==> src/rtl/evt_frame_tracker.sv <==
// Follows a wrapping event counter and turns each counted event into frame coordinates.
// Detects when the upstream count slips away from the expected address, and resynchronises.
module evt_frame_tracker #(
  parameter int unsigned H_ACTIVE  = 200,
  parameter int unsigned V_ACTIVE  = 200,
  parameter int unsigned MAX_EVENT = H_ACTIVE * V_ACTIVE,
  parameter int unsigned FRAME_W   = 16,
  localparam int unsigned AW = (MAX_EVENT > 1) ? $clog2(MAX_EVENT) : 1,
  localparam int unsigned XW = (H_ACTIVE  > 1) ? $clog2(H_ACTIVE)  : 1,
  localparam int unsigned YW = (V_ACTIVE  > 1) ? $clog2(V_ACTIVE)  : 1
) (
  input  logic               clk_in,
  input  logic               rst_in,
  input  logic               evt_in,
  input  logic [AW-1:0]      count_in,
  output logic               valid_out,
  output logic [AW-1:0]      addr_out,
  output logic [XW-1:0]      x_out,
  output logic [YW-1:0]      y_out,
  output logic               line_end_out,
  output logic               frame_end_out,
  output logic [FRAME_W-1:0] frame_count_out,
  output logic               sync_err_out,
  output logic               locked_out
);

  localparam logic [XW-1:0] X_LAST = XW'(H_ACTIVE - 1);
  localparam logic [AW-1:0] A_LAST = AW'(MAX_EVENT - 1);

  typedef enum logic {S_SEEK, S_TRACK} state_e;

  state_e state_q, state_d;

  logic [AW-1:0]      exp_addr_q, exp_addr_d;
  logic [XW-1:0]      exp_x_q,    exp_x_d;
  logic [YW-1:0]      exp_y_q,    exp_y_d;
  logic               valid_q,    valid_d;
  logic [AW-1:0]      addr_q,     addr_d;
  logic [XW-1:0]      x_q,        x_d;
  logic [YW-1:0]      y_q,        y_d;
  logic               line_end_q, line_end_d;
  logic               frame_end_q, frame_end_d;
  logic [FRAME_W-1:0] frame_cnt_q, frame_cnt_d;
  logic               sync_err_q, sync_err_d;

  logic          in_track, hit, slip, zero_lock, emit;
  logic [AW-1:0] cur_a;
  logic [XW-1:0] cur_x;
  logic [YW-1:0] cur_y;
  logic          last_x, last_a;

  // An event at address 0 always (re)starts tracking, whether from SEEK or as a slip in TRACK.
  always_comb begin
    in_track  = (state_q == S_TRACK);
    hit       = evt_in && in_track && (count_in == exp_addr_q);
    slip      = evt_in && in_track && (count_in != exp_addr_q);
    zero_lock = evt_in && (count_in == '0) && (!in_track || slip);
    emit      = hit || zero_lock;
    cur_a     = hit ? exp_addr_q : '0;
    cur_x     = hit ? exp_x_q    : '0;
    cur_y     = hit ? exp_y_q    : '0;
    last_x    = (cur_x == X_LAST);
    last_a    = (cur_a == A_LAST);
  end

  always_ff @(posedge clk_in) begin
    if (rst_in) begin
      state_q <= S_SEEK;
    end else begin
      state_q <= state_d;
    end
  end

  always_comb begin
    state_d = state_q;
    unique case (state_q)
      S_SEEK:  if (zero_lock) state_d = S_TRACK;
      S_TRACK: if (slip && (count_in != '0)) state_d = S_SEEK;
    endcase
  end

  always_comb begin
    valid_d     = emit;
    sync_err_d  = slip;
    line_end_d  = emit && last_x;
    frame_end_d = emit && last_a;
    addr_d      = addr_q;
    x_d         = x_q;
    y_d         = y_q;
    exp_addr_d  = exp_addr_q;
    exp_x_d     = exp_x_q;
    exp_y_d     = exp_y_q;
    frame_cnt_d = frame_cnt_q;
    if (emit) begin
      addr_d = cur_a;
      x_d    = cur_x;
      y_d    = cur_y;
      if (last_a) begin
        exp_addr_d = '0;
        exp_x_d    = '0;
        exp_y_d    = '0;
        if (!slip) frame_cnt_d = frame_cnt_q + 1'b1;
      end else begin
        exp_addr_d = cur_a + 1'b1;
        exp_x_d    = last_x ? '0 : cur_x + 1'b1;
        exp_y_d    = last_x ? cur_y + 1'b1 : cur_y;
      end
    end
  end

  always_ff @(posedge clk_in) begin
    if (rst_in) begin
      exp_addr_q  <= '0;
      exp_x_q     <= '0;
      exp_y_q     <= '0;
      valid_q     <= 1'b0;
      addr_q      <= '0;
      x_q         <= '0;
      y_q         <= '0;
      line_end_q  <= 1'b0;
      frame_end_q <= 1'b0;
      frame_cnt_q <= '0;
      sync_err_q  <= 1'b0;
    end else begin
      exp_addr_q  <= exp_addr_d;
      exp_x_q     <= exp_x_d;
      exp_y_q     <= exp_y_d;
      valid_q     <= valid_d;
      addr_q      <= addr_d;
      x_q         <= x_d;
      y_q         <= y_d;
      line_end_q  <= line_end_d;
      frame_end_q <= frame_end_d;
      frame_cnt_q <= frame_cnt_d;
      sync_err_q  <= sync_err_d;
    end
  end

  assign valid_out       = valid_q;
  assign addr_out        = addr_q;
  assign x_out           = x_q;
  assign y_out           = y_q;
  assign line_end_out    = line_end_q;
  assign frame_end_out   = frame_end_q;
  assign frame_count_out = frame_cnt_q;
  assign sync_err_out    = sync_err_q;
  assign locked_out      = (state_q == S_TRACK);

endmodule
==> config.mk <==
export PLATFORM = sky130hd
export DESIGN_NAME = evt_frame_tracker
export DESIGN_NICKNAME = d
export VERILOG_FILES = /design/src/rtl/evt_frame_tracker.sv
export SDC_FILE = /design/constraint.sdc
export NUM_CORES = 1
export LEC_CHECK = 0
export BUFFER_PORTS_ARGS = -buffer_cell sky130_fd_sc_hd__buf_2
export CAP_MARGIN = 20
export CORE_MARGIN = 10
export CORE_UTILIZATION = 40
export DETAILED_ROUTE_END_ITERATION = 10
export PLACE_DENSITY = 0.63
export SLEW_MARGIN = 25
export SYNTH_ARGS = -nofsm -noshare
export SYNTH_HDL_FRONTEND = slang
export SYNTH_SLANG_ARGS = --single-unit
==> constraint.sdc <==
create_clock -name clk_in -period 5.6 [get_ports clk_in]
set_input_delay 0.28 -clock clk_in [delete_from_list [all_inputs] [get_ports clk_in]]
set_output_delay 0.28 -clock clk_in [all_outputs]
set_load 0.1 [all_outputs]
Yosys cells after proc, flatten, opt, wreduce, memory -nomap -nowiden
Cells that the tools add are included.
W data, S select, Z words.
{"block": "word_totals", "out_inout_bits": 53, "input_bits": 19, "ff_bits": 85, "word_cells": 47}
{"block": "op_classes", "n_eq_ne": 4, "n_reduce_logical": 14, "bitwise_logic": 2, "addsub": 4, "n_mux": 11}
{"cell": "$mux W8", "count": 6}
{"cell": "$add A16 B1 Y16 const B", "count": 2}
{"cell": "$mux W16", "count": 2}
{"cell": "$add A8 B1 Y8 const B", "count": 2}
{"cell": "$eq A16 B16 Y1", "count": 1}
{"cell": "$eq A16 B16 Y1 const B", "count": 1}
{"cell": "$logic_not A16 Y1", "count": 1}
{"cell": "$ne A16 B16 Y1", "count": 1}
{"cell": "$reduce_bool A16 Y1", "count": 1}
{"cell": "$eq A8 B8 Y1 const B", "count": 1}
{"cell": "$logic_and A1 B1 Y1", "count": 8}
{"cell": "$reduce_and A3 Y1", "count": 1}
{"cell": "$logic_or A1 B1 Y1", "count": 2}
{"cell": "$mux W1", "count": 2}
{"cell": "$not A1 Y1", "count": 2}
{"cell": "$pmux W1 S2", "count": 1}
{"cell": "$logic_not A1 Y1", "count": 1}

Logic depth before layout (Yosys ltp)
{"block": "logic_depth", "depth_word": 6, "ltp_mapped": 13, "mapped_depth_nobuf": 11}

Worst setup path before layout
Ideal clock, no wire load.
{"block": "synth_timing", "path_type": "register -> register", "from": "reg state_q (netlist: locked_out)", "to": "reg exp_y_q[6]", "required_ns": 5.474, "path_slack_ns": 2.544, "setup_time_ns": 0.126, "stages_incl_launch_ff": 11, "n_path_buf": 1, "t_arrival_ns": 2.931, "cell_sequence": "dfxtp_1 and2_1 clkbuf_1 nand2_1 nor2_1 ha_1 inv_1 or4_1 o21a_1 o211ai_1 o21ai_0"}
{"block": "synth_via", "elab_chain_len": 6}
{"element": "start, declared", "line_no": "32", "text": "state_e state_q, state_d;"}
{"element": "start signal, assigned", "line_no": "70", "text": "state_q <= state_d;"}
{"element": "$logic_and A1 B1 Y1 (2 in series)", "line_no": "55", "text": "hit = evt_in && in_track && (count_in == exp_addr_q);"}
{"element": "$mux W8", "line_no": "61", "text": "cur_y = hit ? exp_y_q : '0;"}
{"element": "net cur_y[1]", "line_no": "49", "text": "logic [YW-1:0] cur_y;"}
{"element": "$add A8 B1 Y8", "line_no": "106", "text": "exp_y_d = last_x ? cur_y + 1'b1 : cur_y;"}
{"element": "$mux W8", "line_no": "106"}
{"element": "$mux W8", "line_no": "98", "text": "if (last_a) begin"}
{"element": "end signal, assigned", "line_no": "127", "text": "exp_y_q <= exp_y_d;"}
{"element": "end, declared", "line_no": "36", "text": "logic [YW-1:0] exp_y_q, exp_y_d;"}
The timed path passes the listed nets, and every way through them passes these cells.
A chain may end at the register's enable or synchronous reset.

Final worst setup path
{"block": "layout_timing", "from": "reg exp_addr_q[8]", "to": "reg exp_y_q[6]"}
{"block": "layout_via", "elab_chain_len": 6}
{"element": "start, declared", "line_no": "34", "text": "logic [AW-1:0] exp_addr_q, exp_addr_d;"}
{"element": "start signal, assigned", "line_no": "125", "text": "exp_addr_q <= exp_addr_d;"}
{"element": "$eq A16 B16 Y1", "line_no": "55"}
{"element": "$logic_and A1 B1 Y1", "line_no": "55"}
{"element": "$mux W8", "line_no": "61"}
{"element": "net cur_y[1]", "line_no": "49"}
{"element": "$add A8 B1 Y8", "line_no": "106"}
{"element": "$mux W8", "line_no": "106"}
{"element": "$mux W8", "line_no": "98"}
The timed path passes the listed nets, and every way through them passes these cells.

==> results.json <==
{
  "outcome": "completed",
  "coreArea_sq_um": 11000,
  "antenna_found_initial": 0,
  "drt-total-wl_mm": 13.2,
  "synth-edff-count": 0,
  "cts_buffer_depth": 2,
  "wl_per_cell_um": 18.2,
  "drcViolationCount": 0,
  "htreeDepth": 3,
  "multi_input_area_sq_um": 2520,
  "rsz0062_at_grt": "false",
  "setup_tns_ps": 0,
  "postSynthAreaPerCell_sq_um": 8.30,
  "firstDrtPassIters": 5,
  "grt_max_degree": 64,
  "gp_congestion": 0.912,
  "via_per_inst": 6.02,
  "placement.io_buffers": 71,
  "syn_nets": 567,
  "synth.area.top_cells": "dfxtp_1 (38%), o211ai_1 (8.3%), a21oi_1 (4.9%), nand3_1 (4.6%), clkbuf_1 (3.2%)",
  "cts_root_buf": "clkbuf_16",
  "min_period_over_period_pct": 64.7,
  "cp.arrival_ps": 3820,
  "power_density_nw_per_um2": 242,
  "dp.final_hpwl_mm": 8.66,
  "drv_slew": 0,
  "p_leak_uw": 0.00193,
  "cts_buffers": 9,
  "initial_core_util_pct": 41.3,
  "endpoint_kind": "flop",
  "grt_overflow": 0,
  "cp_max_fo": 21,
  "num_io_pins": 72,
  "hp-class": "in -> reg",
  "drt_iter0_markers": 420,
  "vias": 4372,
  "skew_ps": 7.08,
  "synthArstFlopShare_pct": 0,
  "hold_slack_ps": 386,
  "grt.total_usage_pct": 16.1,
  "synth.distinct_cells": 54,
  "period_needed_ps": 3620,
  "syn2layout_area_growth_pct": 14.8,
  "postCtsHoldBufs": 0,
  "cts_tree": "yes",
  "synth_top_area_cell": "dfxtp_1",
  "grt_pass1_wl_mm": 22.0,
  "drive_gt1_share_pct": 20.5,
  "worstSetupPathType": "reg -> reg",
  "nFillCells": 1072,
  "rows": 38,
  "ant_nets": 0,
  "syn_inst": 546,
  "worstPathRequired_ps": 5800,
  "hold_violations": 0,
  "ys_seq_elements": 85,
  "synth_ff_type": "dfxtp_1",
  "die_area_sq_um": 16000,
  "ctsResizeCount": 0,
  "yosysWarningCount": 0,
  "diodes": 0,
  "die_w_um": 126,
  "slew_headroom_pct": 45.0,
  "setup.worst_path.start_class": "flop",
  "nNetsFinal": 602,
  "path_clk_slew_ps": 60,
  "die_height_um": 126,
  "ir_drop_mv": 0.168,
  "grt_pass1_vias": 4210,
  "cts_sinks": 85,
  "syn_area_sq_um": 4530,
  "cts_setup_buffers": 0,
  "fmax_ghz": 0.276,
  "finalSetupViolCount": 0,
  "seq_area_sq_um": 1700,
  "seq_area_frac_synth_pct": 37.5,
  "worst_pin_slew_ps": 822,
  "synth_top_cell_area_share_pct": 37.5,
  "insertion_delay_ps": 340,
  "maxCapViolCount": 0
}
-- through the flow --
step	setup WS [ps]	cell area [sq um]	std cells	utilization, %	total power, uW
6_report	1980	5200	726	47.4	1260
5_1_grt	1800	5200	726	47.4	1300
4_1_cts	2120	5200	726	47.4	1270
3_5_place_dp	2150	4890	710	44.5	651
3_3_place_gp	2350	4890	710	44.5	651
2_1_floorplan	2540	4530	546	-	636
-- Yosys cell counts, types with 3 or more instances --
| cell type | instances |
|---|---|
| nand2_1 | 29 |
| xor2_1 | 16 |
| nor3_1 | 12 |
| nor2b_1 | 12 |
| and3_1 | 7 |
| nor4_1 | 15 |
| a31oi_1 | 11 |
| nor2_1 | 24 |
| a21oi_1 | 44 |
| o21ai_0 | 13 |
| o311ai_1 | 5 |
| nor4_4 | 5 |
| o41ai_1 | 5 |
| nand4b_1 | 4 |
| or2_2 | 6 |
| nand4_1 | 21 |
| mux2_1 | 4 |
| clkbuf_1 | 39 |
| o221ai_1 | 4 |
| nor4_2 | 3 |
| inv_1 | 22 |
| mux2_2 | 5 |
| or4_1 | 4 |
| buf_2 | 10 |
| nand3_1 | 42 |
| o21a_1 | 3 |
| and4_1 | 6 |
| dfxtp_1 | 85 |
| o2111ai_1 | 3 |
| o211ai_1 | 50 |
| and2_1 | 7 |
-- routing by layer --
| layer | vias to the layer above | track usage (%) | routed length [um] |
|---|---|---|---|
| li1 | 2116 | - | - |
| met4 | 0 | 3.55 | 116 |
| met1 | 2106 | 21.4 | 6200 |
| met2 | 141 | 24.5 | 5750 |
| met3 | 9 | 5.79 | 1120 |
| met5 | - | 0 | 0 |
-- cells in the final DEF, fill, tap and decap left out, drive strengths merged, types with 5 or more instances in the layout --
cell type,count
o311ai,5
and2,7
nand3,42
nor2b,12
mux2,9
or2,6
a21oi,44
a31oi,11
dfxtp,85
nor4,23
nor3,13
buf,79
clkbuf,12
o21ai,15
o211ai,51
inv,23
nand2,30
and4,6
nand4,21
and3,7
nor2,24
o41ai,5
xor2,16
-- area by class of cell --
class	instances	share of cell area (%)
clock buffers	12	4.93
inverters	22	1.59
flip-flops and latches	85	32.7
multi-input cells	384	48.4
well taps	140	3.37
repair buffers	79	7.98
clock inverters	4	1.06
-- registers in the layout (all words and copies together), names as in the netlist --
| signal | count |
|---|---|
| locked_out | 1 |
| frame_end_out | 1 |
| exp_y_q | 8 |
| line_end_out | 1 |
| y_out | 8 |
| addr_out | 16 |
| exp_x_q | 8 |
| exp_addr_q | 16 |
| x_out | 8 |
| sync_err_out | 1 |
| frame_count_out | 16 |
| valid_out | 1 |
-- worst paths after layout --
path | from | endpoint | cells past startpoint | slack (ps)
max | exp_addr_q[8]$_SDFFE_PP0N_ | exp_y_q[6]$_SDFFE_PP0N_ | 11 | 1980
max reg2reg | exp_addr_q[8]$_SDFFE_PP0N_ | exp_y_q[6]$_SDFFE_PP0N_ | 11 | 1980
min reg2reg | y_out[0]$_SDFFE_PP0N_ | y_out[0]$_SDFFE_PP0N_ | 2 | 470
min | rst_in | frame_count_out[7]$_SDFFE_PP0P_ | 3 | 390
-- power breakdown --
group,internal (uW),switching [uW]
sequential,604,0.000669
clock,373,251
combinational,10.4,23.1
-- worst max-delay path, cell delays in order (launching register included) --
cell	delay, ps
dfxtp_1	590
xor2_1	130
nor4_1	430
and4_2	580
nand2_1	260
nor2_1	160
ha_1	180
inv_1	50
or4_1	600
o21a_1	210
o211ai_1	170
o21ai_0	100
-- kinds of logic after synthesis --
logic type	share of synthesized area, %
AO/OA/AOI/OAI	22.2
XOR/XNOR	3.48
adder cells (fa/ha/maj)	0.552
buffers and inverters	7.10
flip-flops	37.5
multiplexers	2.24
AND/OR/NAND/NOR	26.9
No activity file was read; power rests on OpenSTA's default activity.
